`src/rtl/bsg_print_stat_snoop_multi.sv`:
```
// bsg_print_stat_snoop_multi
// Snoops several manycore request links for stores to the print-stat EPA.
// Each hit is captured with a timestamp into a per-link FIFO.
// The captured events are drained through one round-robin valid/yumi port.
module bsg_print_stat_snoop_multi #(
   parameter int unsigned               num_links_p      = 2,
   parameter int unsigned               addr_width_p     = 28,
   parameter int unsigned               data_width_p     = 32,
   parameter logic [addr_width_p-1:0]   print_stat_epa_p = 'h0D0,
   parameter int unsigned               fifo_els_p       = 4,
   parameter int unsigned               ts_width_p       = 64,
   parameter int unsigned               drop_width_p     = 16,
   localparam int unsigned              lg_links_lp      = (num_links_p > 1) ? $clog2(num_links_p) : 1
) (
   input  logic                                 clk_i,
   input  logic                                 reset_n_i,
   input  logic                                 en_i,
   input  logic [num_links_p-1:0]               pkt_fire_i,
   input  logic [num_links_p-1:0]               pkt_store_i,
   input  logic [num_links_p*addr_width_p-1:0]  pkt_addr_i,
   input  logic [num_links_p*data_width_p-1:0]  pkt_data_i,
   output logic                                 v_o,
   output logic [data_width_p-1:0]              tag_o,
   output logic [lg_links_lp-1:0]               link_o,
   output logic [ts_width_p-1:0]                ts_o,
   input  logic                                 yumi_i,
   output logic [drop_width_p-1:0]              drop_cnt_o
);

   localparam int unsigned lg_els_lp = $clog2(fifo_els_p);
   localparam int unsigned cnt_w_lp  = drop_width_p + 5;

   logic [ts_width_p-1:0]    r_ts;
   logic [data_width_p-1:0]  r_tag_mem [num_links_p][fifo_els_p];
   logic [ts_width_p-1:0]    r_ts_mem  [num_links_p][fifo_els_p];
   logic [lg_els_lp-1:0]     r_rd_ptr  [num_links_p];
   logic [lg_els_lp-1:0]     r_wr_ptr  [num_links_p];
   logic [num_links_p-1:0]   r_full;
   logic [lg_links_lp-1:0]   r_rr;
   logic [drop_width_p-1:0]  r_drop;

   logic [num_links_p-1:0]   w_hit;
   logic [num_links_p-1:0]   w_enq;
   logic [num_links_p-1:0]   w_deq;
   logic [num_links_p-1:0]   w_nonempty;
   logic [cnt_w_lp-1:0]      w_drop_num;
   logic [cnt_w_lp-1:0]      w_drop_sum;
   logic [drop_width_p-1:0]  w_drop_next;
   logic                     w_v;
   logic [lg_links_lp-1:0]   w_sel;
   logic [lg_links_lp-1:0]   w_lo;
   logic [lg_links_lp-1:0]   w_hi;
   logic                     w_hi_v;

   // Hit detection, enqueue/drop decisions and saturating drop count update
   always_comb begin
      w_hit      = '0;
      w_enq      = '0;
      w_nonempty = '0;
      w_drop_num = '0;
      for (int unsigned i = 0; i < num_links_p; i++) begin
         w_hit[i] = en_i & pkt_fire_i[i] & pkt_store_i[i]
                  & (pkt_addr_i[i*addr_width_p +: addr_width_p] == print_stat_epa_p);
         w_enq[i] = w_hit[i] & ~r_full[i];
         w_nonempty[i] = r_full[i] | (r_rd_ptr[i] != r_wr_ptr[i]);
         if (w_hit[i] & r_full[i])
            w_drop_num = w_drop_num + cnt_w_lp'(1);
      end
      w_drop_sum = cnt_w_lp'(r_drop) + w_drop_num;
      if (w_drop_sum > cnt_w_lp'({drop_width_p{1'b1}}))
         w_drop_next = '1;
      else
         w_drop_next = w_drop_sum[drop_width_p-1:0];
   end

   // Round-robin pick: the lowest non-empty link at or above r_rr wins,
   // otherwise the lowest non-empty link overall (same as a wrapping scan)
   always_comb begin
      w_lo   = '0;
      w_hi   = '0;
      w_hi_v = 1'b0;
      for (int unsigned j = num_links_p; j > 0; j--) begin
         if (w_nonempty[j-1])
            w_lo = lg_links_lp'(j-1);
         if (w_nonempty[j-1] && (lg_links_lp'(j-1) >= r_rr)) begin
            w_hi   = lg_links_lp'(j-1);
            w_hi_v = 1'b1;
         end
      end
      w_v   = |w_nonempty;
      w_sel = w_hi_v ? w_hi : w_lo;
      w_deq = '0;
      for (int unsigned i = 0; i < num_links_p; i++)
         w_deq[i] = yumi_i & w_v & (w_sel == lg_links_lp'(i));
   end

   // Output head of the selected FIFO, zero when nothing is queued
   always_comb begin
      v_o        = w_v;
      tag_o      = w_v ? r_tag_mem[w_sel][r_rd_ptr[w_sel]] : '0;
      ts_o       = w_v ? r_ts_mem[w_sel][r_rd_ptr[w_sel]]  : '0;
      link_o     = w_v ? w_sel : '0;
      drop_cnt_o = r_drop;
   end

   // Free-running timestamp, independent of the capture enable
   always_ff @(posedge clk_i or negedge reset_n_i) begin
      if (!reset_n_i)
         r_ts <= '0;
      else
         r_ts <= r_ts + ts_width_p'(1);
   end

   // FIFO storage writes; contents are don't-care until the pointers say otherwise
   always_ff @(posedge clk_i) begin
      for (int unsigned i = 0; i < num_links_p; i++) begin
         if (w_enq[i]) begin
            r_tag_mem[i][r_wr_ptr[i]] <= pkt_data_i[i*data_width_p +: data_width_p];
            r_ts_mem[i][r_wr_ptr[i]]  <= r_ts;
         end
      end
   end

   // FIFO pointers, full flags, round-robin pointer and drop counter
   always_ff @(posedge clk_i or negedge reset_n_i) begin
      if (!reset_n_i) begin
         for (int unsigned i = 0; i < num_links_p; i++) begin
            r_rd_ptr[i] <= '0;
            r_wr_ptr[i] <= '0;
         end
         r_full <= '0;
         r_rr   <= '0;
         r_drop <= '0;
      end else begin
         for (int unsigned i = 0; i < num_links_p; i++) begin
            if (w_enq[i])
               r_wr_ptr[i] <= r_wr_ptr[i] + lg_els_lp'(1);
            if (w_deq[i])
               r_rd_ptr[i] <= r_rd_ptr[i] + lg_els_lp'(1);
            if (w_enq[i] && !w_deq[i])
               r_full[i] <= ((r_wr_ptr[i] + lg_els_lp'(1)) == r_rd_ptr[i]);
            else if (w_deq[i] && !w_enq[i])
               r_full[i] <= 1'b0;
         end
         if (yumi_i && w_v)
            r_rr <= (w_sel == lg_links_lp'(num_links_p - 1)) ? '0 : w_sel + lg_links_lp'(1);
         r_drop <= w_drop_next;
      end
   end

   // Consumer must only take an event that is being offered
   assert property (@(posedge clk_i) disable iff (!reset_n_i) yumi_i |-> w_v);

endmodule

```
`config.mk`:
```
export PLATFORM = sky130hd
export DESIGN_NAME = bsg_print_stat_snoop_multi
export DESIGN_NICKNAME = d
export VERILOG_FILES = /design/src/rtl/bsg_print_stat_snoop_multi.sv
export SDC_FILE = /design/constraint.sdc
export NUM_CORES = 1
export LEC_CHECK = 0
export CAP_MARGIN = 20
export CORE_ASPECT_RATIO = 0.7
export CORE_MARGIN = 2
export CORE_UTILIZATION = 45
export CTS_CLUSTER_SIZE = 40
export DETAILED_ROUTE_END_ITERATION = 12
export GPL_TIMING_DRIVEN = 0
export PLACE_DENSITY = 0.62
export SLEW_MARGIN = 10
export SYNTH_ARGS = -nofsm -noshare
export SYNTH_HDL_FRONTEND = slang
export SYNTH_SLANG_ARGS = --single-unit
```
`constraint.sdc`:
```
create_clock -name clk_i -period 3.16 [get_ports clk_i]
set_clock_uncertainty 0.1 [all_clocks]
set_input_delay 0.632 -clock clk_i [delete_from_list [all_inputs] [get_ports clk_i]]
set_output_delay 0.632 -clock clk_i [all_outputs]
set_load 0.1 [all_outputs]
```
==> results of run 1 <==
==> Yosys cell counts, types with 2 or more instances <==
| cell type | count | area, sq um |
|---|---|---|
| a21oi_1 | 97 | 485 |
| and2_1 | 10 | 62.6 |
| and3_1 | 9 | 56.3 |
| buf_1 | 11 | 41.3 |
| buf_2 | 22 | 110 |
| buf_6 | 2 | 22.5 |
| clkbuf_1 | 45 | 169 |
| dfrtp_1 | 91 | 2280 |
| edfxtp_1 | 768 | 23100 |
| ha_1 | 14 | 175 |
| inv_1 | 15 | 56.3 |
| mux2_2 | 3 | 33.8 |
| mux4_2 | 192 | 4320 |
| nand2_1 | 238 | 893 |
| nand2b_1 | 5 | 31.3 |
| nand3_1 | 31 | 155 |
| nand4_1 | 23 | 144 |
| nand4_2 | 3 | 37.5 |
| nand4b_1 | 2 | 17.5 |
| nor2_1 | 26 | 97.6 |
| nor2b_1 | 5 | 31.3 |
| nor3_1 | 16 | 80.1 |
| nor3_2 | 5 | 50.1 |
| nor4_1 | 14 | 87.6 |
| nor4_2 | 2 | 25.0 |
| nor4_4 | 3 | 63.8 |
| o21ai_0 | 4 | 20.0 |
| or3_1 | 2 | 12.5 |
| or4_1 | 3 | 22.5 |
| xnor2_1 | 40 | 350 |
| xor2_1 | 45 | 394 |
==> flip-flops by register name, indices dropped and copies added, names as in the netlist <==
| signal | flops |
|---|---|
| r_rr | 1 |
| drop_cnt_o | 16 |
| r_tag_mem | 256 |
| r_ts | 64 |
| r_full | 2 |
| r_rd_ptr | 4 |
| r_ts_mem | 512 |
| r_wr_ptr | 4 |
==> routing by layer <==
metal,track usage,vias up,part of all wire
met5,0,-,0.00040
met4,0.0498,6,0.021
met3,0.0495,113,0.065
met2,0.333,551,0.48
met1,0.303,9368,0.44
li1,-,7754,-
==> kinds of logic (layout without fill, tap and decap cells) <==
group                      Yosys count  after routing  synth area share
xor gates and xnor gates            85             85            0.0222
and+or+nand+nor                    404            408            0.0582
DFF                                859            859             0.756
buffers and inverters               96            555            0.0120
adders and majority gates           15             15           0.00582
muxes                              197            197             0.131
AOI/OAI and AO/OA                  103            103            0.0155
==> metrics by stage <==
step,worst slack (ps),util,instances
3_3_place_gp,-2610,0.521,2977
5_1_grt,-459,0.601,3199
2_1_floorplan,-192,-,1759
6_report,-414,0.601,3199
4_1_cts,-397,0.591,3184
3_5_place_dp,-2070,0.526,2994
==> how the worst max path moves through the flow <==
stage | endpoint | slack, ps | depth (start not counted)
global placement | r_ts[15]$_DFF_PN0_ | -2610 | 1
detailed placement | ts_o[53] | -2070 | 10
CTS | ts_o[59] | -400 | 11
global route | ts_o[27] | -460 | 10
floorplan | drop_cnt_o[3]$_DFF_PN0_ | -190 | 12
finish | ts_o[24] | -410 | 10
==> timing repair <==
| action | in CTS | in global routing |
|---|---|---|
| hold buffers | 1 | 0 |
| endpoints found under the setup margin | 374 | 409 |
| gates resized for setup | 1063 | 215 |
| endpoints found under the hold margin | 22 | 0 |
| setup buffers | 32 | 17 |
| pin swaps | 39 | 85 |
| gates cloned | 12 | 3 |
==> cell type report <==
| class | instances | area share |
|---|---|---|
| Timing Repair inverter | 1 | 0.000255 |
| Tap cell | 977 | 0.0277 |
| Inverter | 16 | 0.00153 |
| Buffer | 75 | 0.0203 |
| Sequential cell | 859 | 0.574 |
| Multi-Input combinational cell | 808 | 0.213 |
| Clock inverter | 32 | 0.00716 |
| Clock buffer | 116 | 0.0528 |
| Timing Repair Buffer | 315 | 0.103 |
==> cells in the final DEF (no fill, tap or decap), types with 24 or more instances in the layout <==
cell type and instances:
buf_4 42, nand2_4 28, dlymetal6s2s_1 31, clkdlybuf4s50_1 108, nand2_1 166, buf_12 123, a21oi_4 92, edfxtp_1 768
mux4_2 192, nor2_1 24, clkbuf_1 29, nand3_1 30, nand2_2 43, clkbuf_16 98, dfrtp_1 89, xnor2_1 40
xor2_1 43
==> power by group through the flow <==
| stage | Combinational, mW | Sequential, mW | Clock (mW) |
|---|---|---|---|
| 2_1_floorplan | 7.86 | 12.5 | 0 |
| 3_3_place_gp | 10.8 | 12.5 | 0 |
| 3_5_place_dp | 10.8 | 12.5 | 0 |
| 4_1_cts | 13.8 | 12.3 | 9.90 |
| 5_1_grt | 15.0 | 12.3 | 10.4 |
| 6_report | 14.4 | 12.3 | 9.72 |
==> qor.yml, run 1 <==
clocking:
  cts_tree: "done"
  cts_root_buf: "clkbuf_16"
  path_clk_slew_ps: 60
  cts_sinks: 859
  clock_path_buffers: 3
  numCtsBuffers: 81
  worstSkewPairLatency_ps: 620
  htreeDepth: 3
sta:
  max-slew-margin-rel: 0.314
  fin_crit_sh: 1.13
  worst_pin_slew_ps: 1030
  grt_setup_unrepaired: "true"
  setup-violations-final: 98
  finalHoldViolCount: 0
  fmax_mhz: 280
  fin_crit_ps: 3570
  fin_tns_setup_ps: -30980
  fin_ws_ps: -414
  hold_slack_ps: 336
  slew_violations: 0
setup_path:
  worst-path-max-fanout: 5
  cp_slowest_cell: "or3_4"
  crit_chain: "buf_12 -> xor2_4 -> or3_4 -> o21ai_4 -> buf_8 -> buf_12 -> clkbuf_16 -> nand2_2 -> a21oi_4 -> buf_12"
  crit_start: "r_rd_ptr[0]$_DFFE_PN0P_"
  path_class: "flip-flop to output port"
  reg2reg_slack_ps: 290
  cp_common_cell: "buf_12"
  setup.worst_path.end_class: "output port"
  r2r-start: "r_ts[2]$_DFF_PN0_"
  path_delay_family: "buffers and inverters"
  arrival_ps: 2840
  r2r_cells: 6
  max_stage_delay_ps: 410
  crit_required_ps: 2430
  crit_buf_inv: 5
  cp-start-kind: "flip-flop"
  r2r_end: "r_ts[61]$_DFF_PN0_"
route:
  drtPass1Iterations: 9
  drt_wl_total_um: 80000
  avgViaCountPerCell: 5.56
  route.detailed.drc: 8
  vias: 17792
  ant_nets: 0
  drt_iter0_drc: 1641
  wl_per_cell_um: 25.0
grt:
  antenna_found_initial: 3
  grt_usage: 0.212
  grt_start_max_net_pins: 70
  grt_pass1_wl_um: 118000
  grt_pass1_vias: 18578
  grt_overflow: 0
floorplanning:
  core-area_sq_um: 73500
  io_pins: 242
  dieArea_sq_um: 76800
  rows: 83
  die_w_um: 330
  initial_utilization: 0.456
  die_y_um: 232
run_status:
  violations: "design-rule violations, negative setup slack"
  status: "finished with violations"
cells_and_area:
  multi_input_area_sq_um: 9410
  final_layout_size_suffix_gt1_frac: 0.352
  area_growth_syn_to_layout_pct: 31.7
  fill_cells: 5256
  antenna_cells: 0
  fin_nets: 2300
  regArea_sq_um: 25300
  fin_area_sq_um: 44200
yosys:
  ys_seq_elements: 859
  synthCells: 1759
  synth_seq_area_share: 0.756
  synth_fp_nets: 1902
  async_flop_share: 0.106
  synth_area_sq_um: 33500
  synth_edf_count: 768
  synth_area_per_cell_sq_um: 19.1
  yosysWarnings: 0
  synth-main-ff-cell: "edfxtp_1"
  synth.distinct_cells: 44
place:
  numPortBuffers: 241
  hpwl_um: 47200
  post_dp_cell_area_sq_um: 38700
  routabilityCongestion: 0.769
power:
  seq_power_share: 0.338
  p_total_mw: 36.5
  irDropWorstVdd_uv: 557
  p_sw_mw: 12.7
  p_int_mw: 23.8
  leakage_nw: 16.4
  swShare: 0.348
  power.density_nw_per_um2: 825
  clock_power_share: 0.267
  comb_power_share: 0.395
min_path:
  hold_class: "primary input to asynchronous set/reset pin"
job:
  maxCapViolCount: 0
(Power assumes the default switching activity.)
==> inputs of run 2 (changes only) <==
--- a/config.mk
+++ b/config.mk
@@ -5,8 +5,9 @@
 export SDC_FILE = /design/constraint.sdc
 export NUM_CORES = 1
 export LEC_CHECK = 0
+export ABC_AREA = 1
 export CAP_MARGIN = 20
-export CORE_ASPECT_RATIO = 0.7
+export CORE_ASPECT_RATIO = 1.75
 export CORE_MARGIN = 2
 export CORE_UTILIZATION = 45
 export CTS_CLUSTER_SIZE = 40
==> run 2 against run 1 <==
  * The flow finishes with violations (negative setup slack)
  * Utilization shrank 1.9 points
  * Final cell count grew 74%
  * Sequential cell count is the same
  * Maximum frequency shrank 6.9%
  * Clock power grew 0.4%
  * Combinational power grew 65%
  * Via count grew 58%
  * First-iteration DRC count grew 21%
  * Worst setup slack lost 270 ps
  * Global-route usage grew 4.2 points
  * Critical path type unchanged
  * Critical endpoint is now ts_o[62]
  * Largest power group unchanged
==> qor.yml, run 2 <==
run_status:
  status: "finished with violations"
  violations: "negative setup slack"
setup_path:
  arrival_ps: 3110  # +270 ps
  path_class: "flip-flop to output port"
  setup.worst_path.end_class: "output port"
  crit_chain: "xnor2_4 -> nand3_4 -> nand2_8 -> nand2_4 -> nand2_4 -> buf_12 -> buf_12 -> buf_6 -> nand2_1 -> nand2_4 -> nor2_4 -> nor2_4 -> buf_12"
  cp_slowest_cell: "dfrtp_2"
  cp-start-kind: "flip-flop"
  crit_required_ps: 2430  # about the same
  max_stage_delay_ps: 460  # +50 ps
  r2r_cells: 15  # +9
  worst-path-max-fanout: 10  # +5
route:
  drtPass1Iterations: 5  # -4
  drt_wl_total_um: 113000  # +41%
  drt_iter0_drc: 1983  # +21%
  avgViaCountPerCell: 5.06  # -9.0%
  wl_per_cell_um: 20.4  # -19%
  ant_nets: 0  # unchanged
  route.detailed.drc: 0  # -8
  vias: 28116  # +58%
grt:
  grt_pass1_wl_um: 165000  # +39%
  grt_overflow: 0  # unchanged
  grt_pass1_vias: 27554  # +48%
  antenna_found_initial: 2  # -1
  grt_usage: 0.254  # +0.0416
  grt_start_max_net_pins: 51  # -27%
floorplanning:
  io_pins: 242  # unchanged
  die_y_um: 392  # +69%
  rows: 142  # +71%
  initial_utilization: 0.453  # -0.00313
  dieArea_sq_um: 88300  # +15%
  die_w_um: 225  # -32%
  core-area_sq_um: 85300  # +16%
cells_and_area:
  fin_nets: 4559  # +98%
  fill_cells: 7015  # +33%
  final_layout_size_suffix_gt1_frac: 0.165  # -0.187
  largest_reg_flops: 512  # unchanged
  final_cell_count_no_fill: 5558  # +74%
  layout_commonest_cell: "nand2_1"
  area_growth_syn_to_layout_pct: 28.6
  fin_util: 0.582  # -0.0185
  final_cell_mix: "nand2_1 (1526), edfxtp_1 (768), inv_1 (461), nor2_1 (239), clkdlybuf4s50_1 (141)"
  fin_area_sq_um: 49700  # +12%
sta:
  max-slew-margin-rel: 0.313  # -0.000754
  fin_crit_ps: 3840  # +266 ps
  fin_crit_sh: 1.22  # +0.0841
  fmax_mhz: 260  # -6.9%
  slew_violations: 0  # unchanged
  grt_setup_unrepaired: "true"
  fin_tns_setup_ps: -53450  # -22480 ps
  finalHoldViolCount: 0  # unchanged
  fin_ws_ps: -680  # -266 ps
  worst_pin_slew_ps: 1030  # +1.13 ps
  setup-violations-final: 97  # -1.0%
power:
  irDropWorstVdd_uv: 791  # +42%
  power.density_nw_per_um2: 923  # +12%
  leakage_nw: 21.7  # +33%
place:
  hpwl_um: 76300  # +62%
  place_ws_ps: -1740  # +330 ps
  dpl.cell_count: 5354  # +79%
  routabilityCongestion: 0.926  # +20%
  post_dp_cell_area_sq_um: 44000  # +14%
  numPortBuffers: 241  # unchanged
yosys:
  synth-main-ff-cell: "edfxtp_1"
  yosysWarnings: 0  # unchanged
  synthCells: 3994  # +130%
  synth_top_area_cell: "edfxtp_1"
  ys_seq_elements: 859  # unchanged
  synth_seq_area_share: 0.656  # -0.0997
  yosysMostFrequentCell: "nand2_1"
  synth_common_cells: "nand2_1 (1573), edfxtp_1 (768), inv_1 (465), nor2_1 (389), nand3_1 (132)"
  synth_area_per_cell_sq_um: 9.67  # -49%
  async_flop_share: 0.106  # unchanged
  yosysTopAreaCellShare: 0.597  # -0.0907
  synth_edf_count: 768  # unchanged
  synth_fp_nets: 4137  # +120%
  synthTopCellsByArea: "edfxtp_1 (60%), nand2_1 (15%), dfrtp_1 (5.9%)"
  synth.distinct_cells: 33  # -25%
  synth_area_sq_um: 38600  # +15%
min_path:
  hold_class: "flip-flop to flip-flop"
  whs_path_depth: 2
job:
  maxCapViolCount: 0  # unchanged
clocking:
  clock_path_buffers: 3  # unchanged
  cts_root_buf: "clkbuf_16"
  cts_sinks: 859  # unchanged
  path_clk_slew_ps: 60  # about the same
  htreeDepth: 3  # unchanged
  numCtsBuffers: 80  # -1.2%
  worstSkewPairLatency_ps: 670  # +50 ps
  cts_tree: "done"
run 2: cell count changes in the layout (fill, tap and decap cells not counted), sizes merged, moves of 103 or more:
| cell | change |
|---|---|
| buf | +103 |
| inv | +450 |
| mux4 | -192 |
| nand2 | +1339 |
| nor2 | +363 |
| o21ai | +103 |
run 2: area by class of cell:
cell class | count | area, sq um | area share
antenna | 2 | 5.00 | 0.000101
buffer | 174 | 1680 | 0.0339
clock buffer | 99 | 2170 | 0.0436
clock inverter | 43 | 438 | 0.00882
inverter | 469 | 1770 | 0.0357
multi-input combinational | 2490 | 12100 | 0.243
sequential | 859 | 25300 | 0.510
tap | 1080 | 1350 | 0.0272
timing repair buffer | 342 | 4840 | 0.0974
run 2: kinds of logic after synthesis:
family          synth area share
flops                      0.656
simple gates               0.241
xor+xnor                  0.0159
fa+ha+maj                0.00505
compound gates            0.0158
buf+inv                   0.0661
run 2: report_power, final:
part           internal (mW)  switching [mW]  total [mW]  leakage [nW]
logic                   7.72            16.0        23.8          11.1
clock network           5.53            4.24        9.76          1.27
registers               12.3          0.0245        12.3          9.38
run 2: final timing paths:
| path | from | to | slack, ps |
|---|---|---|---|
| max | r_rd_ptr[0]$_DFFE_PN0P_ | ts_o[62] | -680 |
| min | drop_cnt_o[15]$_DFF_PN0_ | drop_cnt_o[15]$_DFF_PN0_ | 460 |
| max reg2reg | r_full[0]$_DFFE_PN0P_ | drop_cnt_o[6]$_DFF_PN0_ | 320 |
| min reg2reg | drop_cnt_o[15]$_DFF_PN0_ | drop_cnt_o[15]$_DFF_PN0_ | 460 |
| max in group asynchronous | reset_n_i | r_wr_ptr[0]$_DFFE_PN0P_ | 1810 |
| min in group asynchronous | reset_n_i | r_ts[49]$_DFF_PN0_ | 470 |
run 2: worst max-delay path, delay by kind of cell, from the launching register on:
| family | cells | cell delay [ps] |
|---|---|---|
| XOR/XNOR | 1 | 230 |
| flip-flops | 1 | 460 |
| buffers and inverters | 4 | 690 |
| AND/OR/NAND/NOR | 8 | 1050 |
run 2: timing repair:
item                                   4_1_cts  5_1_grt
cloned                                       2        9
hold buffers                                 1        0
pin swaps                                   13       83
endpoints found under the hold margin       49        0
resized for setup                         1035      386
setup endpoints to repair                  159      306
buffers inserted                            23       29
run 2: routing by layer:
layer	up-vias	routed length [um]	global-route usage
met5	-	13	0
met4	2	5050	0.115
met3	245	6200	0.0388
met2	899	60800	0.479
met1	13382	41100	0.277
li1	13588	-	-
run 2: stage by stage:
stage               hold WS, ps  power (mW)
CTS                         446        43.9
global placement            403        31.6
floorplan                   236        26.4
global route                491        47.5
detailed placement          420        31.6
finish                      464        45.8
